### src/rtl/rv32i_pkg.sv
// Shared rv32i pipeline types: instruction class carried alongside each stage.
package rv32i_pkg;

   typedef enum logic [2:0] {
      R_TYPE,
      I_TYPE_ALU,
      I_TYPE_LOAD,
      I_TYPE_JALR,
      S_TYPE,
      B_TYPE,
      U_TYPE,
      J_TYPE
   } instr_type_t;

endpackage

### src/rtl/hazard_unit_if.sv
// Hazard-detection bundle: Decode sources, Execute/Memory destinations and the stall/flush controls.
interface hazard_unit_if
   import rv32i_pkg::*;
#(
   parameter int REG_WIDTH = 5
);

   instr_type_t          regwriteE;
   logic [REG_WIDTH-1:0] Rs1D;
   logic [REG_WIDTH-1:0] Rs2D;
   logic [REG_WIDTH-1:0] RdE;
   logic [REG_WIDTH-1:0] RdM;
   logic                 stallD;
   logic                 flushE;

   // Pipeline-control side drives the stage fields and consumes stall/flush.
   modport master (
      output regwriteE, Rs1D, Rs2D, RdE, RdM,
      input  stallD, flushE
   );

   modport slave (
      input  regwriteE, Rs1D, Rs2D, RdE, RdM,
      output stallD, flushE
   );

endinterface

### src/rtl/hazard_unit.sv
// Load-use hazard detection: stalls Decode and bubbles Execute while a load in
// Execute or Memory writes a register the Decode instruction reads.
module hazard_unit
   import rv32i_pkg::*;
#(
   parameter int REG_WIDTH = 5
) (
   input  logic        clk,
   input  logic        rst_n,
   hazard_unit_if.slave hz
);

   localparam logic [REG_WIDTH-1:0] REG_X0 = '0;

   logic loadE;
   logic loadM_d;
   logic loadM_q;
   logic lwstallE;
   logic lwstallM;
   logic stall;

   // The load in Execute always advances into Memory; only the follower is bubbled,
   // so the Memory flag is deliberately not gated by the flush.
   always_comb begin
      loadE   = (hz.regwriteE == I_TYPE_LOAD);
      loadM_d = loadE;
   end

   always_ff @(posedge clk) begin
      if (!rst_n) begin
         loadM_q <= 1'b0;
      end else begin
         loadM_q <= loadM_d;
      end
   end

   // loadM_q is evaluated first so an unknown RdM cannot leak through when no load is in Memory.
   always_comb begin
      lwstallE = loadE && (hz.RdE != REG_X0) &&
                 ((hz.RdE == hz.Rs1D) || (hz.RdE == hz.Rs2D));
      lwstallM = loadM_q && (hz.RdM != REG_X0) &&
                 ((hz.RdM == hz.Rs1D) || (hz.RdM == hz.Rs2D));
      stall    = rst_n && (lwstallE || lwstallM);
   end

   assign hz.stallD = stall;
   assign hz.flushE = stall;

endmodule

### src/flat_wrapper.sv
// flat-port wrapper written by rule: the top's interface ports become plain ports
module hazard_unit_flat import rv32i_pkg::*;
#(
   parameter int REG_WIDTH = 5
)
  (clk, rst_n, hz_regwriteE, hz_Rs1D, hz_Rs2D, hz_RdE, hz_RdM, hz_stallD, hz_flushE);
  hazard_unit_if #(.REG_WIDTH(REG_WIDTH)) hz_i ();
  input  logic clk;
  input  logic rst_n;
  input wire logic [$bits(hz_i.regwriteE)-1:0] hz_regwriteE;
  input wire logic [$bits(hz_i.Rs1D)-1:0] hz_Rs1D;
  input wire logic [$bits(hz_i.Rs2D)-1:0] hz_Rs2D;
  input wire logic [$bits(hz_i.RdE)-1:0] hz_RdE;
  input wire logic [$bits(hz_i.RdM)-1:0] hz_RdM;
  output wire logic [$bits(hz_i.stallD)-1:0] hz_stallD;
  output wire logic [$bits(hz_i.flushE)-1:0] hz_flushE;
  assign hz_i.regwriteE = hz_regwriteE;
  assign hz_i.Rs1D = hz_Rs1D;
  assign hz_i.Rs2D = hz_Rs2D;
  assign hz_i.RdE = hz_RdE;
  assign hz_i.RdM = hz_RdM;
  assign hz_stallD = hz_i.stallD;
  assign hz_flushE = hz_i.flushE;
  hazard_unit #(.REG_WIDTH(REG_WIDTH)) u_core (.clk(clk), .rst_n(rst_n), .hz(hz_i));
endmodule
### config.mk
export PLATFORM = sky130hd
export DESIGN_NAME = hazard_unit_flat
export DESIGN_NICKNAME = d
export VERILOG_FILES = /design/src/rtl/rv32i_pkg.sv /design/src/rtl/hazard_unit_if.sv /design/src/rtl/hazard_unit.sv /design/src/flat_wrapper.sv
export SDC_FILE = /design/constraint.sdc
export NUM_CORES = 1
export LEC_CHECK = 0
export CAP_MARGIN = 25
export CORE_AREA = 2 2 39 41
export CTS_BUF_LIST = sky130_fd_sc_hd__clkbuf_4
export CTS_CLUSTER_SIZE = 14
export DETAILED_ROUTE_END_ITERATION = 10
export DIE_AREA = 0 0 41 43
export PLACE_DENSITY = 0.61
export SLEW_MARGIN = 20
export SYNTH_ARGS = -nofsm -noshare
export SYNTH_HDL_FRONTEND = slang
export SYNTH_SLANG_ARGS = --single-unit
### constraint.sdc
create_clock -name clk -period 1.95 [get_ports clk]
set_input_delay 0.39 -clock clk [delete_from_list [all_inputs] [get_ports clk]]
set_output_delay 0.39 -clock clk [all_outputs]
set_load 0.02 [all_outputs]
==> impl_metrics.py <==
metrics = {
    "cells_and_area": {
        "num-nets-final": 99,
        "top_regs": "u_core.loadM_q: 1 flops",
        "largest_register": "u_core.loadM_q",
        "final_cell_mix": "xor2_1 (20), dlygate4sd2_1 (15), buf_4 (9)",
        "layout_commonest_cell": "xor2_1",
        "layout-drive-gt1-share": 0.375,
        "n_fill_cell": 138,
        "areaGrowthSynthToFinish_pct": 120,
        "antenna-diode-count": 0,
        "largest_reg_flops": 1,
    },
    "timing": {
        "fmax_mhz": 513,
        "finalSetupViolations": 0,
        "worst-slew-pin-transition_ns": 0.306,
        "slew_headroom": 0.796,
        "period_minus_slack_ns": 1.95,
        "whs_ns": 1.01,
        "slew_viol_final": 0,
        "period_share": 1.00,
        "fin_setup_tns_ns": 0,
        "fin_ws_ns": 0.000925,
        "hold_viol": 0,
    },
    "worst_hold_path": {
        "min_path_type": "register to output pin",
        "min_from": "u_core.loadM_q",
        "holdPathStages": 3,
    },
    "detailed_routing": {
        "vias": 383,
        "ant_nets": 0,
        "dr.pass1.iters": 1,
        "vias_per_cell": 4.35,
        "drt-initial-drc-count": 0,
        "drt_wl_total_um": 1140,
        "wl_per_cell_um": 13.0,
        "drc_errors": 0,
    },
    "floorplan": {
        "core_um2": 1380,
        "start_util": 0.221,
        "dieArea_um2": 1760,
        "rows": 14,
        "die_w_um": 41,
        "pin_count": 27,
        "die_h_um": 43,
    },
    "grt": {
        "grt_max_degree": 4,
        "grt_pass1_vias": 384,
        "globalRouteOverflowTotal": 0,
        "grtUsageTotal": 0.125,
        "grt_pass1_wl_um": 1550,
        "antenna_found_initial": 0,
    },
    "logic_synthesis": {
        "avgSynthCellArea_um2": 8.03,
        "synth_seq_cells": 1,
        "syn_nets": 63,
        "seq_area_frac_synth": 0.0656,
        "syn_inst": 38,
        "yosysWarnings": 0,
        "synthDistinctLibCells": 12,
        "netlist_area_um2": 305,
    },
    "power_and_ir_drop": {
        "total_power_uw": 138,
        "p_leak_nw": 0.313,
        "p_per_area_nw_per_um2": 206,
        "worst_ir_drop_vdd_mv": 0.134,
    },
    "outcome": {
        "outcome": "finished, final reports clean",
    },
    "worst_setup_path": {
        "arrival_ns": 1.56,
        "cp-startpoint": "hz_RdE[2]",
        "cp_max_fo": 3,
        "worst-setup-path-type": "input port to output pin",
        "start_kind": "input port",
        "cp_data_required_time_ns": 1.56,
        "critical_path.endpoint_type": "output pin",
    },
    "placement": {
        "pre_cts_ws_ns": -0.656,
        "dp_hpwl_um": 790,
        "globalplace.congestion": 0.723,
        "portBuffers": 26,
    },
    "cts": {
        "cts.clk_slew.worst_paths_ns": 0,
        "postCtsHoldBufs": 0,
    },
    "run": {
        "maxCapViolCount": 0,
    },
}
[worst max-delay path: stages]
cell and delay (ns):
clkdlybuf4s15_2 0.21, or4_4 0.51, o21ai_4 0.18, o22ai_4 0.11, buf_6 0.15
[synthesized netlist by cell type]
cell type | n | share of area
nor4bb_1 | 1 | 0.033
nor2_1 | 4 | 0.049
o21ai_1 | 1 | 0.016
a22oi_1 | 2 | 0.049
xor2_1 | 20 | 0.57
buf_4 | 1 | 0.025
nor3_1 | 4 | 0.066
or4_4 | 1 | 0.037
or4_1 | 1 | 0.025
dfxtp_1 | 1 | 0.066
o22ai_1 | 1 | 0.021
o211ai_2 | 1 | 0.041
[through the flow]
stage | cell area, um2 | instances | utilization
finish | 671 | 88 | 0.485
global route | 671 | 88 | 0.485
CTS | 628 | 87 | 0.454
detailed placement | 631 | 86 | 0.456
global placement | 631 | 86 | 0.456
floorplan | 305 | 38 | -
[report_power, final]
| group | internal [mW] | switching, mW | leakage [nW] |
|---|---|---|---|
| sequential | 0.0215 | 0.000430 | 0.00814 |
| combinational | 0.0625 | 0.0535 | 0.305 |
| clock | 0 | 0 | 0 |
[per-layer routing]
layer	routed length, um	global-route usage
met1	446	0.152
met3	62	0
met4	25	0
met2	606	0.241
met5	0	0
[area by class of cell]
class / count / area, um2 / share of cell area
well taps: 16 / 20.0 / 0.0299
flip-flops and latches: 1 / 20.0 / 0.0299
multi-input cells: 36 / 345 / 0.515
repair buffers: 35 / 285 / 0.425
[logic make-up after synthesis]
family,Yosys count,share of synthesized area
compound gates,5,0.127
xor+xnor,20,0.574
buf+inv,1,0.0246
flops,1,0.0656
simple gates,11,0.209
[path summary, 6_finish.rpt]
path | endpoint | slack [ns]
max | hz_flushE | 0.0009
min | hz_stallD | 1.01
[repair_timing]
item,in CTS,in global routing
cloned,0,0
hold endpoints to repair,0,0
gates resized for setup,52,14
pin swaps,11,6
setup buffers,1,1
setup endpoints to repair,2,2
No activity file was read; power rests on OpenSTA's default activity.
==> patch (same flow settings) <==
Change the localparam `REG_X0` from '0 to 1.
--- a/src/rtl/hazard_unit.sv
+++ b/src/rtl/hazard_unit.sv
@@ -11,5 +11,5 @@
 );
 
-   localparam logic [REG_WIDTH-1:0] REG_X0 = '0;
+   localparam logic [REG_WIDTH-1:0] REG_X0 = 1;
 
    logic loadE;
Check against the original RTL: not equivalent (Yosys sat finds a counterexample within 4 cycles, from zero or initial values and one cycle with rst_n low).
==> patch against the unedited design <==
Routed wire length down 18%. Via count down 3.1%. Final area down 4.1%. Critical path type unchanged. Synthesized area up 0.41%. Critical path depth unchanged. Total power down 5.1%. Sequential cell count unchanged. Global-route usage down 1.3 points. Setup slack better by 44 ps. Highest routed layer is now met3.
==> patch: results (changes against the unedited design) <==
| Metric | Value |
|---|---|
| Initial antenna violation count | `0 (unchanged)` |
| CP max stage cell | `or4b_4` |
| Vias in the first global route | `343 (-11%)` |
| Post-synth cell types | `11 (-1)` |
| Syn_nets | `63 (unchanged)` |
| Maximum vdd ir drop | `120 uV (-10%)` |
| Vias/cell | `4.31 (-0.88%)` |
| Largest net degree at the start of global routing | `4 (unchanged)` |
| Sequential share of the synthesized area | `0.0653 (-0.000268)` |
| First-pass GRT wire length | `1.45 mm (-6.6%)` |
| Placed Instances | `84 (-2.3%)` |
| Antenna diodes | `0 (unchanged)` |
| Final net count | `97 (-2.0%)` |
| Number of synthesized flops with an enable pin | `0 (unchanged)` |
| Worst hold slack | `962 ps (-44.1 ps)` |
| DR top layer | `met3` |
| Final setup fails | `0 (unchanged)` |
| Relative slew slack | `0.838 (+0.0426)` |
| Fillers | `156 (+13%)` |
| Top delay family on crit path | `simple AND/OR/NAND/NOR gates` |
| Overall Global Routing Usage | `0.112 (-0.0130)` |
| DR iter-0 viols | `0 (unchanged)` |
| Critical path's largest stage delay | `510 ps (about the same)` |
| Final worst-path cycle share | `0.977 (-0.0228)` |
| WP data arrival | `1510 ps (-50 ps)` |
| Commonest register cell after synthesis | `dfxtp_1` |
| DRT Wirelength | `937 um (-18%)` |
| Drt first pass iters | `1 (unchanged)` |
| Most instantiated cells after synthesis | `xor2_1, nor2_1, nor3_1` |
| Worst Hold Class | `register to output pin` |
| Post-synthesis instance total | `38 (unchanged)` |
| Crit Path Max Fanout | `2 (-1)` |
| Sw Share | `0.372 (-0.0195)` |
| Largest regs | `u_core.loadM_q: 1 flops` |
| Status | `finished clean` |
| Clk slew on worst S/H paths | `0 ps (unchanged)` |
| Main area contributors after synthesis | `xor2_1, dfxtp_1, nor3_1` |
| YS warnings | `0 (unchanged)` |
| Routed wl met2 | `465 um (-23%)` |
| PortBufs | `26 (unchanged)` |
| Post-placement cell area | `617 um^2 (-2.2%)` |
| Async SR Flop Fraction | `0 (unchanged)` |
| GPL Wtd Cong | `0.721 (-0.29%)` |
| Via count | `371 (-3.1%)` |
| Met3 WL | `51 um (-18%)` |
| Met1 wire length | `419 um (-6.1%)` |
| Post-DP HPWL | `831 um (+5.3%)` |
| Leakage dissipation | `0.308 nW (-1.8%)` |
| Layout cells sized above 1 | `0.357 (-0.0179)` |
| Post-place setup slack | `-713 ps (-57.4 ps)` |
patch: power groups by stage:
| stage | clock [mW] | sequential [mW] | combinational [mW] |
|---|---|---|---|
| 2_1_floorplan | 0 | 0.0216 | 0.0379 |
| 5_1_grt | 0 | 0.0217 | 0.121 |
| 4_1_cts | 0 | 0.0217 | 0.107 |
| 3_5_place_dp | 0 | 0.0217 | 0.115 |
| 6_report | 0 | 0.0217 | 0.109 |
| 3_3_place_gp | 0 | 0.0216 | 0.115 |
patch: what timing repair did:
item                       CTS  global route
setup endpoints to repair    2             2
cloned                       0             0
buffers inserted             1             1
resized for setup           55             9
pin swaps                   11             3
patch: layout make-up:
| class | count | area [um^2] | share of cell area |
|---|---|---|---|
| repair buffers | 33 | 277 | 0.430 |
| well taps | 16 | 20.0 | 0.0311 |
| flip-flops and latches | 1 | 20.0 | 0.0311 |
| multi-input cells | 36 | 327 | 0.508 |
patch: cells by family after synthesis:
kind of cell,after synthesis,synth area share
flip-flops,1,0.0653
XOR/XNOR,20,0.571
AO/OA/AOI/OAI,5,0.127
buffers and inverters,1,0.0245
AND/OR/NAND/NOR,11,0.212
patch: path summary, 6_finish.rpt:
check | from | endpoint | cells past startpoint
max | hz_RdM[3] | hz_stallD | 5
min | u_core.loadM_q | hz_flushE | 3
patch: metal layers:
layer / track usage / vias to the layer above
met5: 0 / -
met4: 0 / 0
met2: 0.172 / 12
met1: 0.181 / 161
met3: 0 / 0
li1: - / 198
patch: worst min-delay path, cell delays in order, from the launching register on:
cell	delay (ps)
dfxtp_1	290
o211ai_2	60
o22ai_2	90
buf_6	140
